[config.mk]
export PLATFORM = sky130hd
export DESIGN_NAME = inst_fetch_responder
export DESIGN_NICKNAME = d
export VERILOG_FILES = /design/src/rtl/inst_fetch_responder_pkg.sv /design/src/rtl/inst_fetch_responder.sv
export SDC_FILE = /design/constraint.sdc
export NUM_CORES = 1
export LEC_CHECK = 0
export ABC_AREA = 0
export BUFFER_PORTS_ARGS = -buffer_cell sky130_fd_sc_hd__buf_4
export CAP_MARGIN = 20
export CELL_PAD_IN_SITES_DETAIL_PLACEMENT = 0
export CELL_PAD_IN_SITES_GLOBAL_PLACEMENT = 1
export CORE_UTILIZATION = 44
export CTS_CLUSTER_SIZE = 20
export DETAILED_ROUTE_END_ITERATION = 6
export GPL_TIMING_DRIVEN = 0
export PLACE_DENSITY = 0.79
export SLEW_MARGIN = 25
export SYNTH_ARGS = -nofsm -noshare
export SYNTH_HDL_FRONTEND = slang
export SYNTH_SLANG_ARGS = --single-unit
[constraint.sdc]
create_clock -name clk -period 3.2 [get_ports clk]
set_clock_uncertainty 0.05 [all_clocks]
set_input_delay 0.48 -clock clk [delete_from_list [all_inputs] [get_ports clk]]
set_output_delay 0.48 -clock clk [all_outputs]
set_load 0.05 [all_outputs]
[src/rtl/inst_fetch_responder_pkg.sv]
// Shared widths and state encoding for the instruction-fetch responder.
//
// Contents:
//   IFR_ADDR_W   - width of the fetch byte address (MemAddrBus)
//   IFR_MEM_A_W  - width of the RAM byte address actually driven out
//   IFR_INST_W   - width of an assembled instruction (InstBus)
//   IFR_BYTE_W   - width of one RAM data byte (ByteBus)
//   ifr_state_e  - responder FSM states (IFR_IDLE, IFR_FETCH, IFR_DONE)
package inst_fetch_responder_pkg;

    localparam int IFR_ADDR_W  = 32;
    localparam int IFR_MEM_A_W = 17;
    localparam int IFR_INST_W  = 32;
    localparam int IFR_BYTE_W  = 8;

    typedef enum logic [1:0] {
        IFR_IDLE  = 2'd0,
        IFR_FETCH = 2'd1,
        IFR_DONE  = 2'd2
    } ifr_state_e;

endpackage

[src/rtl/inst_fetch_responder.sv]
// Memory-side responder for instruction fetch.
//
// Accepts a fetch request, reads four consecutive bytes over the byte-wide
// shared RAM port and returns them as one little-endian 32-bit instruction.
//
// Handshake: ram_read is a level request; the requester holds ram_read high
// with ram_addr stable until it sees ram_ready, a single-cycle pulse during
// which ram_data is valid. Dropping ram_read before that aborts the fetch;
// changing ram_addr restarts it at the new address. On the RAM side, a byte
// read is issued (mem_rd) only in cycles where mem_grant is high, and its
// data on mem_din is valid exactly one cycle later.
//
// Ports:
//   clk        in   system clock, rising edge
//   reset      in   asynchronous active-low reset
//   ram_read   in   fetch request (level)
//   ram_addr   in   instruction byte address
//   ram_ready  out  one-cycle pulse, ram_data valid
//   ram_data   out  assembled instruction, held until next completion
//   mem_grant  in   RAM port owned by this block this cycle
//   mem_rd     out  byte read strobe
//   mem_a      out  RAM byte address
//   mem_din    in   RAM read data, one cycle after mem_rd
//   dbg_state  out  current FSM state (ifr_state_e encoding)
module inst_fetch_responder
    import inst_fetch_responder_pkg::*;
#(
    parameter int ADDR_W  = IFR_ADDR_W,
    parameter int MEM_A_W = IFR_MEM_A_W
) (
    input  logic               clk,
    input  logic               reset,
    input  logic               ram_read,
    input  logic [ADDR_W-1:0]  ram_addr,
    output logic               ram_ready,
    output logic [31:0]        ram_data,
    input  logic               mem_grant,
    output logic               mem_rd,
    output logic [MEM_A_W-1:0] mem_a,
    input  logic [7:0]         mem_din,
    output logic [1:0]         dbg_state
);

    ifr_state_e         state_q, state_d;
    logic [ADDR_W-1:0]  base_q, base_d;
    logic [2:0]         issue_cnt_q, issue_cnt_d;
    logic [1:0]         recv_cnt_q, recv_cnt_d;
    logic               pend_q, pend_d;
    logic [23:0]        buf_q, buf_d;
    logic               ram_ready_q, ram_ready_d;
    logic [31:0]        ram_data_q, ram_data_d;

    logic               issue_ok;
    logic [MEM_A_W-1:0] issue_addr;

    // The full address wraps modulo 2^ADDR_W, so its low MEM_A_W bits are
    // exactly the low-bit sum; only those bits are ever driven out.
    always_comb begin
        issue_addr = base_q[MEM_A_W-1:0] + MEM_A_W'(issue_cnt_q);
        issue_ok   = (state_q == IFR_FETCH) && mem_grant && (issue_cnt_q < 3'd4);
        mem_rd     = issue_ok;
        mem_a      = issue_ok ? issue_addr : '0;
    end

    always_comb begin
        state_d     = state_q;
        base_d      = base_q;
        issue_cnt_d = issue_cnt_q;
        recv_cnt_d  = recv_cnt_q;
        pend_d      = pend_q;
        buf_d       = buf_q;
        ram_ready_d = 1'b0;
        ram_data_d  = ram_data_q;

        case (state_q)
            IFR_IDLE: begin
                if (ram_read) begin
                    base_d      = ram_addr;
                    issue_cnt_d = '0;
                    recv_cnt_d  = '0;
                    pend_d      = 1'b0;
                    state_d     = IFR_FETCH;
                end
            end

            IFR_FETCH: begin
                // Abort and restart win over byte capture: any byte still in
                // flight belongs to the abandoned request and is dropped.
                if (!ram_read) begin
                    state_d     = IFR_IDLE;
                    issue_cnt_d = '0;
                    recv_cnt_d  = '0;
                    pend_d      = 1'b0;
                end else if (ram_addr != base_q) begin
                    base_d      = ram_addr;
                    issue_cnt_d = '0;
                    recv_cnt_d  = '0;
                    pend_d      = 1'b0;
                end else begin
                    if (issue_ok) begin
                        issue_cnt_d = issue_cnt_q + 3'd1;
                    end
                    pend_d = issue_ok;

                    if (pend_q) begin
                        if (recv_cnt_q == 2'd3) begin
                            // Last byte goes straight into the output register.
                            ram_data_d  = {mem_din, buf_q};
                            ram_ready_d = 1'b1;
                            recv_cnt_d  = '0;
                            state_d     = IFR_DONE;
                        end else begin
                            case (recv_cnt_q)
                                2'd0:    buf_d[7:0]   = mem_din;
                                2'd1:    buf_d[15:8]  = mem_din;
                                default: buf_d[23:16] = mem_din;
                            endcase
                            recv_cnt_d = recv_cnt_q + 2'd1;
                        end
                    end
                end
            end

            IFR_DONE: begin
                // One-cycle ready pulse; a still-present request is
                // picked up again from IDLE.
                state_d = IFR_IDLE;
            end

            default: begin
                state_d = IFR_IDLE;
            end
        endcase
    end

    always_ff @(posedge clk or negedge reset) begin
        if (!reset) begin
            state_q     <= IFR_IDLE;
            base_q      <= '0;
            issue_cnt_q <= '0;
            recv_cnt_q  <= '0;
            pend_q      <= 1'b0;
            buf_q       <= '0;
            ram_ready_q <= 1'b0;
            ram_data_q  <= '0;
        end else begin
            state_q     <= state_d;
            base_q      <= base_d;
            issue_cnt_q <= issue_cnt_d;
            recv_cnt_q  <= recv_cnt_d;
            pend_q      <= pend_d;
            buf_q       <= buf_d;
            ram_ready_q <= ram_ready_d;
            ram_data_q  <= ram_data_d;
        end
    end

    assign ram_ready = ram_ready_q;
    assign ram_data  = ram_data_q;
    assign dbg_state = state_q;

endmodule
### Yosys cells after proc, flatten, opt, wreduce, memory -nomap -nowiden

Index checks and enable logic that the tools add are counted.

* bits in registers: 97
* bits of input ports: 44
* output and inout port bits: 53
* word-level logic and storage cells: 75

* add/sub/neg operators: 3
* $lt $le $gt $ge: 1
* equal/unequal tests: 12
* muxes and demuxes: 31
* bitwise gates (word level): 3
* reductions and logical operators: 15

Operators by type and width (count)
* 2-to-1 mux 32 bit: 3
* one-hot mux 32 bit (2 select lines): 1
* inequality test 32 bit: 1
* 2-to-1 mux 2 bit: 10
* AND reduction 6 bit: 3
* adder 17 x 3 -> 17 bit: 1
* 2-to-1 mux 17 bit: 1
* 2-to-1 mux 3 bit: 4
* 2-to-1 mux 1 bit: 8
* inequality test 4 x 3 -> 1 bit (second input constant): 2
* one-hot mux 2 bit (2 select lines): 2
* AND reduction 4 bit: 2
* inequality test 3 bit (second input constant): 2
* one-hot mux 3 bit (2 select lines): 1
* AND reduction 3 bit: 2
* AND reduction 5 bit: 1
* == test 2 x 1 -> 1 bit (second input constant): 2
* logical NOT 2 bit: 2
* inequality test 2 bit (second input constant): 2
* adder 3 x 1 -> 3 bit (second input constant): 1
* < comparator 3 bit (second input constant): 1
* inequality test 3 x 2 -> 1 bit (second input constant): 1
* inverter 1 bit: 3
* adder 2 x 1 -> 2 bit (second input constant): 1
* other kinds (7): 8

### Depth between registers and ports, before layout

* word-level depth: 7
* mapped depth: 8
* gate-level depth less buffers: 8

### Least setup slack after synthesis

Ideal clock, no wire load.

* kind: flip-flop to output port
* from: register base_q[0]
* to: output port mem_a[12]
* data arrival time: 2373 ps
* data required time: 2670 ps
* path slack: 297 ps
* stages on the path, launching flop included: 8
* cell sequence: dfrtp_1 -> ha_1 -> inv_1 -> fa_1 -> nor2b_1 -> o21bai_1 -> or3_1 -> a21oi_1

* word-level cells in the longest chain between the ends: 2

Ends and longest elaborated chain
* start: declaration: line inst_fetch_responder.sv:45 `logic [ADDR_W-1:0] base_q, base_d;`
* start signal: assignment: line inst_fetch_responder.sv:148 `base_q <= base_d;`
* adder 17 x 3 -> 17 bit: line inst_fetch_responder.sv:59 `issue_addr = base_q[MEM_A_W-1:0] + MEM_A_W'(issue_cnt_q);`
* 2-to-1 mux 17 bit: line inst_fetch_responder.sv:62 `mem_a = issue_ok ? issue_addr : '0;`
* end: declaration: line inst_fetch_responder.sv:39 `output logic [MEM_A_W-1:0] mem_a,`

No other way between the ends.

### Final worst setup path

Ends and elaborated chain as after synthesis.

==> impl_metrics.env <==
export IMPL_internal_power_mw=1.74
export IMPL_final_min_period_over_clock_period=0.928
export IMPL_cts_reportedPaths_clkPinSlew_ns=0.11
export IMPL_groute_usage_overall=0.184
export IMPL_max_cap_viol_count=0
export IMPL_finish_net_count=509
export IMPL_rows=37
export IMPL_core_area_sq_um=10300
export IMPL_run_status="finished, final reports clean"
export IMPL_port_buffer_count=96
export IMPL_synthToLayoutAreaGrowth_pct=23.6
export IMPL_die_h_um=105
export IMPL_cts_made_buffers=9
export IMPL_overall_via_count_from_detail_route=3055
export IMPL_start_util=0.453
export IMPL_period_needed_ns=2.97
export IMPL_synth_cell_types=40
export IMPL_synth_seq_area_share=0.521
export IMPL_finish_utilization=0.561
export IMPL_final_design_area_no_fill_sq_um=5760
export IMPL_slew_headroom=0.418
export IMPL_worst_ir_drop_vdd_mv=0.247
export IMPL_power_net_switching_mw=0.678
export IMPL_p_sw_frac=0.280
export IMPL_cp_end_kind="output pin"
export IMPL_cp_max_fo=7
export IMPL_layout_filler_cells=920
export IMPL_finalWeightedCongestion=0.776
export IMPL_first_global_vias=3089
export IMPL_total_power_per_unit_cell_area_nw_per_um2=420
export IMPL_cts_max_path_buffers=2
export IMPL_count_of_antenna_diodes_in_the_layout=0
export IMPL_drc_errors=0
export IMPL_cp_arrival_ns=2.44
export IMPL_timing_final_max_slew_violations=0
export IMPL_io_pins=97
export IMPL_cts_num_sinks=97
export IMPL_crit_start_category="register"
export IMPL_cellLeakagePower_nw=2.79
export IMPL_floorplan_die_width_um=105
export IMPL_detail_route_antenna_nets=0
export IMPL_clock_power_share=0.325
export IMPL_wire_per_inst_um=15.9
export IMPL_cts_root_buffer_type="clkbuf_8"
export IMPL_setup_viol=0
export IMPL_insertion_delay_ns=0.35
export IMPL_drt_pass1_iter_count=4
export IMPL_timing_final_hold_violations=0
export IMPL_post_synthesis_average_cell_area_sq_um=13.3
export IMPL_critical_path_required_ns=2.67
export IMPL_fraction_of_power_consumed_by_combinational_cells=0.134
export IMPL_dpl_worst_slack_ns=0.0965
export IMPL_grt_first_pass_wirelength_um=15700
export IMPL_grt_start_max_net_pins=98
export IMPL_drt_first_iter_violations=100
export IMPL_hp_class="input pin to async pin"
export IMPL_commonest_cells_after_routing_fill_and_taps_aside="dfrtp_1, buf_4, mux2_2"
export IMPL_synth_cells=350
export IMPL_worst_r2r_startpoint="base_q[2]$_DFFE_PN0P_"
export IMPL_dp_hpwl_um=6910
export IMPL_power_sequential_fraction=0.541
export IMPL_ys_ff_latch=97
export IMPL_synthesis_area_sq_um=4660
export IMPL_syn_nets=402
export IMPL_worst_setup_path_category="register to output pin"
export IMPL_avgViaCountPerCell=5.11
export IMPL_worst_slew_pin_slew_ns=0.873
export IMPL_totalWireLength_um=9500
export IMPL_area_of_placed_instances_sq_um=5560
export IMPL_grt_overflow=0
export IMPL_clock_tree_htree_level_count=3
export IMPL_die_area_sq_um=11000
export IMPL_postCtsHoldBufs=0
export IMPL_antenna_found_initial=0
export IMPL_mostFrequentLayoutCell="dfrtp_1"
export IMPL_critPathLaunch="base_q[0]$_DFFE_PN0P_"
export IMPL_achievable_frequency_mhz=337
export IMPL_synth_warning_count=0
export IMPL_setup_ws_ns=0.231
export IMPL_layout_cells_sized_above_1=0.476
export IMPL_p_total_mw=2.42
export IMPL_worst_hold_slack_ns=0.154
export IMPL_cts_tree="done"
## cell families after synthesis
family                     after synthesis  share of synthesized area
and+or+nand+nor                         75                     0.0964
buffers and inverters                   19                     0.0258
DFF                                     97                      0.521
muxes                                   89                      0.221
xor gates and xnor gates                44                     0.0843
AOI/OAI and AO/OA                       18                     0.0282
adders and majority gates                8                     0.0231
## critical path, cell delays in order (launching register included)
cell and delay, ns:
dfrtp_1 0.40, ha_1 0.20, inv_1 0.06, fa_1 0.39, nor2b_2 0.18, o21bai_2 0.15, or3_1 0.33, a21oi_1 0.16
buf_4 0.22
## metal layers
metal | vias to the layer above | wire length, um | global-route usage
met5 | - | 0 | 0
met1 | 1541 | 4590 | 0.258
li1 | 1448 | - | -
met3 | 6 | 397 | 0.0474
met4 | 0 | 71 | 0.0493
met2 | 60 | 4440 | 0.285
## state kept, by name, summed over array words and instances, names as in the netlist
| signal | cells |
|---|---|
| recv_cnt_q | 2 |
| base_q | 32 |
| ram_data | 32 |
| dbg_state | 2 |
| issue_cnt_q | 3 |
| ram_ready | 1 |
| buf_q | 24 |
| pend_q | 1 |
## power by group through the flow
stage	Combinational, mW	Clock (mW)	Sequential (mW)
final	0.324	0.785	1.31
after global routing	0.355	0.857	1.32
after CTS	0.328	0.813	1.31
after detailed placement	0.326	0	1.33
after global placement	0.321	0	1.33
after floorplan	0.193	0	1.33
## final timing paths
kind | endpoint | slack [ns] | depth (start not counted)
max in group asynchronous | base_q[12]$_DFFE_PN0P_ | 2.35 | 1
worst min-delay path | ram_data[12]$_DFFE_PN0P_ | 0.15 | 1
min in group clk | base_q[21]$_DFFE_PN0P_ | 0.32 | 2
worst max register to register | buf_q[22]$_DFFE_PN0P_ | 0.34 | 6
worst max-delay path | mem_a[12] | 0.23 | 8
worst min register to register | buf_q[2]$_DFFE_PN0P_ | 0.46 | 1
## metrics by stage
stage	instances	setup TNS [ns]
after floorplan	350	0
after global placement	582	0
after detailed placement	582	0
after CTS	598	0
after global routing	598	-0.00360
final	598	0
## cell usage after synthesis
library cell | number | share of area
a32o_1 | 1 | 0.0021
nor2_1 | 18 | 0.014
and4_2 | 1 | 0.0021
nor4_4 | 3 | 0.014
inv_1 | 8 | 0.0064
fa_1 | 1 | 0.0043
nand4_1 | 7 | 0.0094
xnor2_2 | 1 | 0.0035
nor3_1 | 4 | 0.0043
or3_1 | 2 | 0.0027
xor2_1 | 11 | 0.021
and2_1 | 1 | 0.0013
a22o_1 | 2 | 0.0038
or4_4 | 1 | 0.0024
mux2_4 | 8 | 0.026
nor4_1 | 7 | 0.0094
xnor2_1 | 32 | 0.060
o311a_2 | 1 | 0.0024
nand3_1 | 4 | 0.0043
a21o_1 | 2 | 0.0032
nor3b_1 | 1 | 0.0016
nand2b_1 | 1 | 0.0013
and3_1 | 2 | 0.0027
buf_2 | 3 | 0.0032
o22a_1 | 1 | 0.0019
nand4bb_1 | 1 | 0.0024
o21ai_0 | 4 | 0.0043
ha_1 | 7 | 0.019
mux2_2 | 81 | 0.20
buf_6 | 6 | 0.014
a21oi_1 | 3 | 0.0032
a41oi_1 | 1 | 0.0019
nor4b_1 | 2 | 0.0038
o41ai_1 | 2 | 0.0038
or4_1 | 2 | 0.0032
o21bai_1 | 1 | 0.0016
clkbuf_1 | 2 | 0.0016
nor2b_1 | 5 | 0.0067
nand2_1 | 13 | 0.010
dfrtp_1 | 97 | 0.52
## layout make-up
class,instances,area [sq um],area share
Multi-Input combinational cell,234,2130,0.369
Buffer,11,90.1,0.0156
Clock buffer,10,138,0.0239
Sequential cell,97,2430,0.421
Inverter,8,30.0,0.00521
Tap cell,136,170,0.0295
Clock inverter,6,56.3,0.00977
Timing Repair Buffer,96,724,0.126
## repair_timing
item,4_1_cts,5_1_grt
setup buffers,0,0
resized for setup,0,3
endpoints found under the setup margin,0,3
No activity file was read; power rests on OpenSTA's default activity.
